==> src/rtl/adder_clk_gate.sv <==
// Registered WIDTH-bit adder (two-stage: operand capture, then sum) with clock enable CG.
// Build option ADDER_CLK_GATE_ICG_EN selects a latch-based clock gate; otherwise CG is a load enable.
module adder_clk_gate #(
  parameter int WIDTH = 16
) (
  input  logic             clk,
  input  logic             reset_b,
  input  logic [WIDTH-1:0] a_in,
  input  logic [WIDTH-1:0] b_in,
  input  logic             carry_in,
  input  logic             CG,
  output logic [WIDTH-1:0] sum_out,
  output logic             carry_out
);

  logic [WIDTH-1:0] a_q, a_d;
  logic [WIDTH-1:0] b_q, b_d;
  logic             c_q, c_d;
  logic [WIDTH-1:0] sum_q, sum_d;
  logic             carry_q, carry_d;
  logic [WIDTH:0]   sum_full_s;
  logic             load_en;
  logic             reg_clk;

`ifdef ADDER_CLK_GATE_ICG_EN
  logic en_lat;
  logic gclk;

  // Enable latch is transparent only while clk is low, so gclk cannot glitch during the high phase.
  always_latch begin
    if (!reset_b) begin
      en_lat <= 1'b0;
    end else if (!clk) begin
      en_lat <= CG;
    end
  end

  assign gclk    = clk & en_lat;
  assign reg_clk = gclk;
  assign load_en = 1'b1;
`else
  assign reg_clk = clk;
  assign load_en = CG;
`endif

  assign sum_full_s = {1'b0, a_q} + {1'b0, b_q} + {{WIDTH{1'b0}}, c_q};

  // Next-state: capture operands and sum when enabled, otherwise hold every stage.
  always_comb begin
    a_d     = a_q;
    b_d     = b_q;
    c_d     = c_q;
    sum_d   = sum_q;
    carry_d = carry_q;
    if (load_en) begin
      a_d     = a_in;
      b_d     = b_in;
      c_d     = carry_in;
      sum_d   = sum_full_s[WIDTH-1:0];
      carry_d = sum_full_s[WIDTH];
    end else begin
      a_d     = a_q;
      b_d     = b_q;
      c_d     = c_q;
      sum_d   = sum_q;
      carry_d = carry_q;
    end
  end

  // Pipeline registers; async reset discards in-flight data and clears the outputs.
  always_ff @(posedge reg_clk or negedge reset_b) begin
    if (!reset_b) begin
      a_q     <= {WIDTH{1'b0}};
      b_q     <= {WIDTH{1'b0}};
      c_q     <= 1'b0;
      sum_q   <= {WIDTH{1'b0}};
      carry_q <= 1'b0;
    end else begin
      a_q     <= a_d;
      b_q     <= b_d;
      c_q     <= c_d;
      sum_q   <= sum_d;
      carry_q <= carry_d;
    end
  end

  assign sum_out   = sum_q;
  assign carry_out = carry_q;

endmodule

==> config.mk <==
export PLATFORM = sky130hd
export DESIGN_NAME = adder_clk_gate
export DESIGN_NICKNAME = d
export VERILOG_FILES = /design/src/rtl/adder_clk_gate.sv
export SDC_FILE = /design/constraint.sdc
export NUM_CORES = 1
export LEC_CHECK = 0
export ABC_AREA = 1
export BUFFER_PORTS_ARGS = -buffer_cell sky130_fd_sc_hd__buf_4
export CORE_MARGIN = 8
export CORE_UTILIZATION = 50
export CTS_CLUSTER_DIAMETER = 150
export DETAILED_ROUTE_END_ITERATION = 10
export GPL_ROUTABILITY_DRIVEN = 0
export PLACE_DENSITY = 0.73
export SLEW_MARGIN = 20
export SYNTH_ARGS = -nofsm -noshare
export SYNTH_HDL_FRONTEND = slang
export SYNTH_SLANG_ARGS = --single-unit
==> constraint.sdc <==
create_clock -name clk -period 2.2 [get_ports clk]
set_input_delay 0.44 -clock clk [delete_from_list [all_inputs] [get_ports clk]]
set_output_delay 0.44 -clock clk [all_outputs]
set_load 0.01 [all_outputs]
After elaboration in Yosys (flattened, before gate mapping)

Cells that the tools add are included.

Add/sub/neg operators: 2

Operators with widths:

| cell                    | count |
|---|---|
| adder 16 x 16 -> 17 bit | 1 |
| adder 17 x 1 -> 17 bit  | 1 |

Logic and storage cells: 7
Input port bits: 36
Register bits after elaboration: 50

Longest topological paths before layout

Gate-level depths: netlist of run 1.

Depth after elaboration: 2
Depth in mapped cells: 11

Least setup slack after synthesis of run 1

Ideal clock, no wire load.

Path type: reg2reg
Start point: reg a_q[0]
End point: reg sum_q[6], in the netlist sum_out[6]
Period minus slack after synthesis: 1.914 ns
Required time: 2.082 ns
Path slack: 0.286 ns
Arrival time: 1.796 ns
Setup time: 0.118 ns
Cell stages (with the launch flop): 10
Cells stage by stage: dfrtp_1 fa_1 fa_1 nand2_1 nand2_1 nand3_1 nand2_1 or2_1 nand3_1 nand2_1

Cells in the longest elaborated chain, start to end: 2

Ends and longest elaborated chain:

| element                  | RTL line | source |
|---|---|---|
| start: declaration       | 16       | `logic [WIDTH-1:0] a_q, a_d;` |
| start signal: assignment | 73       | `a_q <= {WIDTH{1'b0}};` |
| adder 16 x 16 -> 17 bit  | 46       | `assign sum_full_s = {1'b0, a_q} + {1'b0, b_q} + {{WIDTH{1'b0}}, c_q};` |
| adder 17 x 1 -> 17 bit   | 46       |  |
| end signal: assignment   | 76       | `sum_q <= {WIDTH{1'b0}};` |
| end signal: assignment   | 82       | `sum_q <= sum_d;` |
| end: declaration         | 19       | `logic [WIDTH-1:0] sum_q, sum_d;` |

No other way between the ends.
A chain may end at the register's enable or synchronous reset.

Final worst setup path of run 1

Ends and elaborated chain as after synthesis.

==> impl_metrics.toml, run 1 <==
[global_routing]
antenna_found_initial = 0
overflow = 0
grt_util_met3 = 0.0436
grt_pass1_vias = 2475
use_met1 = 0.210
grt_util_met2 = 0.255
grt_pass1_wl_um = 11300
grt_use_total = 0.164
gr-max-usage-layer = "met2"
grt_max_degree = 51

[die]
fp.dieH_um = 91.4
die-width_um = 91.4
rows = 27
coreArea_um2 = 5510
die_area_um2 = 8340
initial_core_util = 0.516
ios = 53

[yosys]
synth_top_area_share = 0.441
synthArstFlopShare = 1.00
syn_inst = 386
synthesis.area_um2 = 2840
synth_commonest_cells = "nand2_1, dfrtp_1, inv_1"
synth_top_area_cell = "dfrtp_1"
synth-seq-cells = 50
yosysWarningCount = 0
synth.most_common_cell = "nand2_1"
synth.area.top_cells = "dfrtp_1, nand2_1, ha_1"
ys.flop_type = "dfrtp_1"
synth_fp_nets = 439
yosysSeqAreaShare = 0.441
avgSynthCellArea_um2 = 7.35
synth_cell_types = 26
synth_edf_count = 0

[worst_setup_path]
crit_type = "flip-flop to flip-flop"
cp.arrival_ps = 2260
critPathRequiredTime_ps = 2410
cp_max_fo = 4
critPathLaunchType = "flip-flop"
cp-end-kind = "flip-flop"

[place]
dp_cells = 503
portBuffers = 52
dp_hpwl_um = 4860

[route]
drt-total-wl_um = 6540
vias_per_cell = 4.87
wl_per_cell_um = 12.8
drc_errors = 0
vias = 2495
dr.pass1.iters = 4
drtAntennaViolNets = 0
drtIter0Drc = 95

[sta]
skew_ps = 14.9
finalMaxSlewViolations = 0
fmax_mhz = 488
worst_pin_slew_ps = 629
rsz0062_at_grt = "no"
fin_crit_sh = 0.931
setup_viol = 0
slew_headroom = 0.581
fin_crit_ps = 2050
setup-tns-final_ps = 0
final-hold-violation-count = 0

[cts]
cts_sinks = 50
cts_buffers = 5
cts_resized = 0
cts_setup_buffers = 0
cts-root-buf = "clkbuf_8"
clk_latency_ps = 310
clkTransAtPathRegs_ps = 100
clk_path_buf_depth = 2
cts_tree = "done"
ctsHoldBuffers = 0
htreeDepth = 2

[job]
drv_cap = 0

[layout]
instances_no_fill = 512
n_fill_cell = 520
drive_gt1_frac = 0.202
syn_to_final_growth_pct = 20.8
fin_util = 0.623
antennaDiodeCount = 0
nNetsFinal = 492

[power_and_ir_drop]
p_leak_nw = 1.98
ir_drop_mv = 0.431
p_per_area_nw_per_um2 = 748

[min_path]
hold_class = "primary input to asynchronous set/reset pin"

[outcome]
status = "complete, no violations"
-- cell families (layout without fill, tap and decap cells) --
group	Yosys count	after routing	share of synthesized area
compound gates	15	15	0.0278
flops	50	50	0.441
xor+xnor	2	2	0.00617
buf+inv	47	101	0.0639
simple gates	255	255	0.381
fa+ha+maj	17	17	0.0802
-- worst paths after layout --
kind	cells after the start	endpoint	start	slack, ps
min in group clk	3	a_q[13]	a_in[13]	320
worst max-delay path	9	sum_out[6]	a_q[0]	150
worst min register to register	2	b_q[5]	b_q[5]	480
worst min-delay path	1	sum_out[6]	reset_b	150
worst max register to register	9	sum_out[6]	a_q[0]	150
max in group asynchronous	1	b_q[6]	reset_b	1630
-- critical path: stages, from the launching register on --
cell and delay, ps:
dfrtp_1 410, fa_1 470, fa_1 410, nand2_1 100, nand2_1 70, nand3_1 70, nand2_1 90, or2_1 220
nand3_1 70, nand2_1 50
-- cell usage in the layout, fill, tap and decap left out, types with 3 or more instances in the layout --
master and instances:
a21oi_1 9, buf_4 55, nor2_1 12, clkbuf_8 5
nand2_1 201, or2_1 4, nand2_2 7, ha_1 15
dfrtp_1 50, inv_2 5, nand3_1 15, inv_1 32
nor3_2 3, nand3_2 4, o21ai_0 3
-- layer usage --
metal  vias up  part of all wire  routed length (um)
met5         -                 0                   0
met4         0             0.023                 152
li1       1282                 -                   -
met1      1137              0.46                3010
met2        64              0.46                2980
met3        12             0.061                 398
-- power by group --
| group | switching (W) | internal, W |
|---|---|---|
| Clock | 0.000314 | 0.000335 |
| Sequential | 0.0000833 | 0.00104 |
| Combinational | 0.000443 | 0.000344 |
| Total | 0.000841 | 0.00172 |
-- stage by stage --
stage	hold WS (ps)	total power, W	worst slack [ps]	cell area (um2)
6_report	148	0.00256	153	3430
5_1_grt	198	0.00273	7.30	3430
3_3_place_gp	461	0.00192	195	3310
2_1_floorplan	144	0.00162	286	2840
3_5_place_dp	463	0.00194	142	3310
4_1_cts	165	0.00259	144	3420
-- sequential cells by signal (all words and copies together), names as in the netlist --
signal     cells
a_q           16
c_q            1
sum_out       16
b_q           16
carry_out      1
-- layout make-up --
cell class              instances  area (um2)  share of cell area
multi-input cells             289        1410               0.410
flip-flops and latches         50        1250               0.365
repair buffers                 56         433               0.126
inverters                      37         139              0.0405
well taps                      72        90.1              0.0263
clock buffers                   5        68.8              0.0201
clock inverters                 3        40.0              0.0117
Power figures use the tool's default switching activity.
==> inputs of run 2 (changes only) <==
ABC_AREA = default   (was 1)
CTS_CLUSTER_SIZE = 12   (was default)
==> impl_metrics.toml, run 2 <==
[sta]
worst_pin_slew_ps = 623
rsz0062_at_grt = "yes"
finalMaxSlewViolations = 0
fmax_mhz = 443
setup_viol = 2
fin_crit_ps = 2260
finalWorstSetupSlack_ps = -55.4
slew_headroom = 0.585
fin_crit_sh = 1.03
final-hold-violation-count = 0
skew_ps = 9.06

[layout]
final_common_cell = "buf_4"
fin_area_um2 = 3370
syn_to_final_growth_pct = 23.2
drive_gt1_frac = 0.404
nNetsFinal = 355
antennaDiodeCount = 0
layout_common_cells = "buf_4, dfrtp_1, mux2_2"
fin_util = 0.623

[cts]
cts_setup_buffers = 0
htreeDepth = 2
cts-root-buf = "clkbuf_8"
clk_latency_ps = 300
clk_path_buf_depth = 2
cts_sinks = 50
clkTransAtPathRegs_ps = 90
cts_buffers = 5
cts_tree = "done"

[route]
vias = 2100
drc_errors = 0
dr.pass1.iters = 4
drt-total-wl_um = 5770
vias_per_cell = 5.61
drtAntennaViolNets = 0
wl_per_cell_um = 15.4
drtIter0Drc = 157

[global_routing]
grt_pass1_vias = 2040
grt_max_degree = 51
overflow = 0
grt_pass1_wl_um = 9600
antenna_found_initial = 0
grt_use_total = 0.139

[worst_setup_path]
cpLargestDelayFamily = "compound AO/OA/AOI/OAI gates"
critPathLaunchType = "flip-flop"
cp-end-kind = "flip-flop"
cp_max_fo = 4
cp.arrival_ps = 2440
path_buf_inv = 0
crit_chain = "fa_2, fa_2, a21oi_4, o21ai_2, a211oi_2, o21ai_1, a221o_1"
crit_type = "flip-flop to flip-flop"
max_stage_delay_ps = 420
cp_slowest_cell = "fa_2"
cp_common_cell = "fa_2"
critPathRequiredTime_ps = 2380

[place]
postPlaceCellArea_um2 = 3240
dp_hpwl_um = 4410
portBuffers = 52
dp_slack_ps = -87.8

[die]
initial_core_util = 0.506
fp.dieH_um = 89.9
ios = 53
rows = 27
coreArea_um2 = 5410
die-width_um = 89.9
die_area_um2 = 8090

[yosys]
synth_top_area_share = 0.458
synth.most_common_cell = "dfrtp_1"
syn_inst = 244
synth_edf_count = 0
synth-seq-cells = 50
yosysWarningCount = 0
synthesis.area_um2 = 2730
synth_top_area_cell = "dfrtp_1"
synth_fp_nets = 297
avgSynthCellArea_um2 = 11.2
yosysSeqAreaShare = 0.458
ys.flop_type = "dfrtp_1"
synth.area.top_cells = "dfrtp_1, mux2_2, ha_1"
synthArstFlopShare = 1.00
synth_commonest_cells = "dfrtp_1, mux2_2, ha_1"
synth_cell_types = 48

[power_and_ir_drop]
p_leak_nw = 1.51
finalPower_w = 0.00277
p_per_area_nw_per_um2 = 822
ir_drop_mv = 0.376

[outcome]
violations = "setup timing"
status = "finished, violations left"

[job]
drv_cap = 0

[min_path]
hold_class = "primary input to asynchronous set/reset pin"
==> run 2: worst paths after layout <==
kind	startpoint	cells after the start	to	slack, ps
setup / recovery	a_q[0]	7	carry_out	-60
hold / removal	reset_b	1	b_q[13]	130
setup reg to reg	a_q[0]	7	carry_out	-60
hold reg to reg	sum_out[3]	1	sum_out[3]	500
max in group asynchronous	reset_b	1	a_q[10]	1630
min in group clk	b_in[7]	2	b_q[7]	360
==> run 2: per-stage QoR <==
step / std cells / setup TNS, ps / hold WS (ps)
2_1_floorplan: 244 / 0 / 144
3_3_place_gp: 367 / -38.4 / 483
3_5_place_dp: 367 / -122 / 483
4_1_cts: 374 / -171 / 167
5_1_grt: 374 / -357 / 200
6_report: 374 / -85.4 / 127
==> run 2: cell families after synthesis <==
| family | Yosys count | synth area share |
|---|---|---|
| compound gates | 64 | 0.161 |
| simple gates | 54 | 0.0962 |
| flops | 50 | 0.458 |
| mux | 39 | 0.161 |
| fa+ha+maj | 17 | 0.0833 |
| buf+inv | 15 | 0.0247 |
| xor+xnor | 5 | 0.0160 |
==> run 2: timing repair <==
item / CTS / global route
gates cloned: 0 / 0
hold buffers: 0 / 0
pin swaps: 5 / 8
endpoints found under the setup margin: 6 / 8
resized for setup: 4 / 9
==> run 2: worst register-to-register path, stage by stage, from the launching register on <==
cell	delay [ps]
dfrtp_1	410
fa_2	430
fa_2	390
a21oi_4	210
o21ai_2	90
a211oi_2	250
o21ai_1	90
a221o_1	280
==> run 2: power breakdown <==
group | switching (W) | leakage (nW) | internal, W
clock network | 0.000288 | 0.0373 | 0.000218
logic | 0.000523 | 0.886 | 0.000552
registers | 0.000101 | 0.588 | 0.00109
total | 0.000911 | 1.51 | 0.00186
==> run 2: cell type report <==
cell class	instances	area (um2)
clock inverters	1	7.51
multi-input cells	179	1460
clock buffers	6	72.6
well taps	72	90.1
flip-flops and latches	50	1250
fillers	460	2040
repair buffers	62	465
inverters	4	15.0
==> run 2: metal layers <==
layer  global-route usage  share of wire  vias to the layer above
met2                0.210           0.46                       60
met3               0.0291          0.049                        7
met5                    0              0                        -
met1                0.192           0.47                     1007
li1                     -              -                     1026
met4               0.0499          0.013                        0
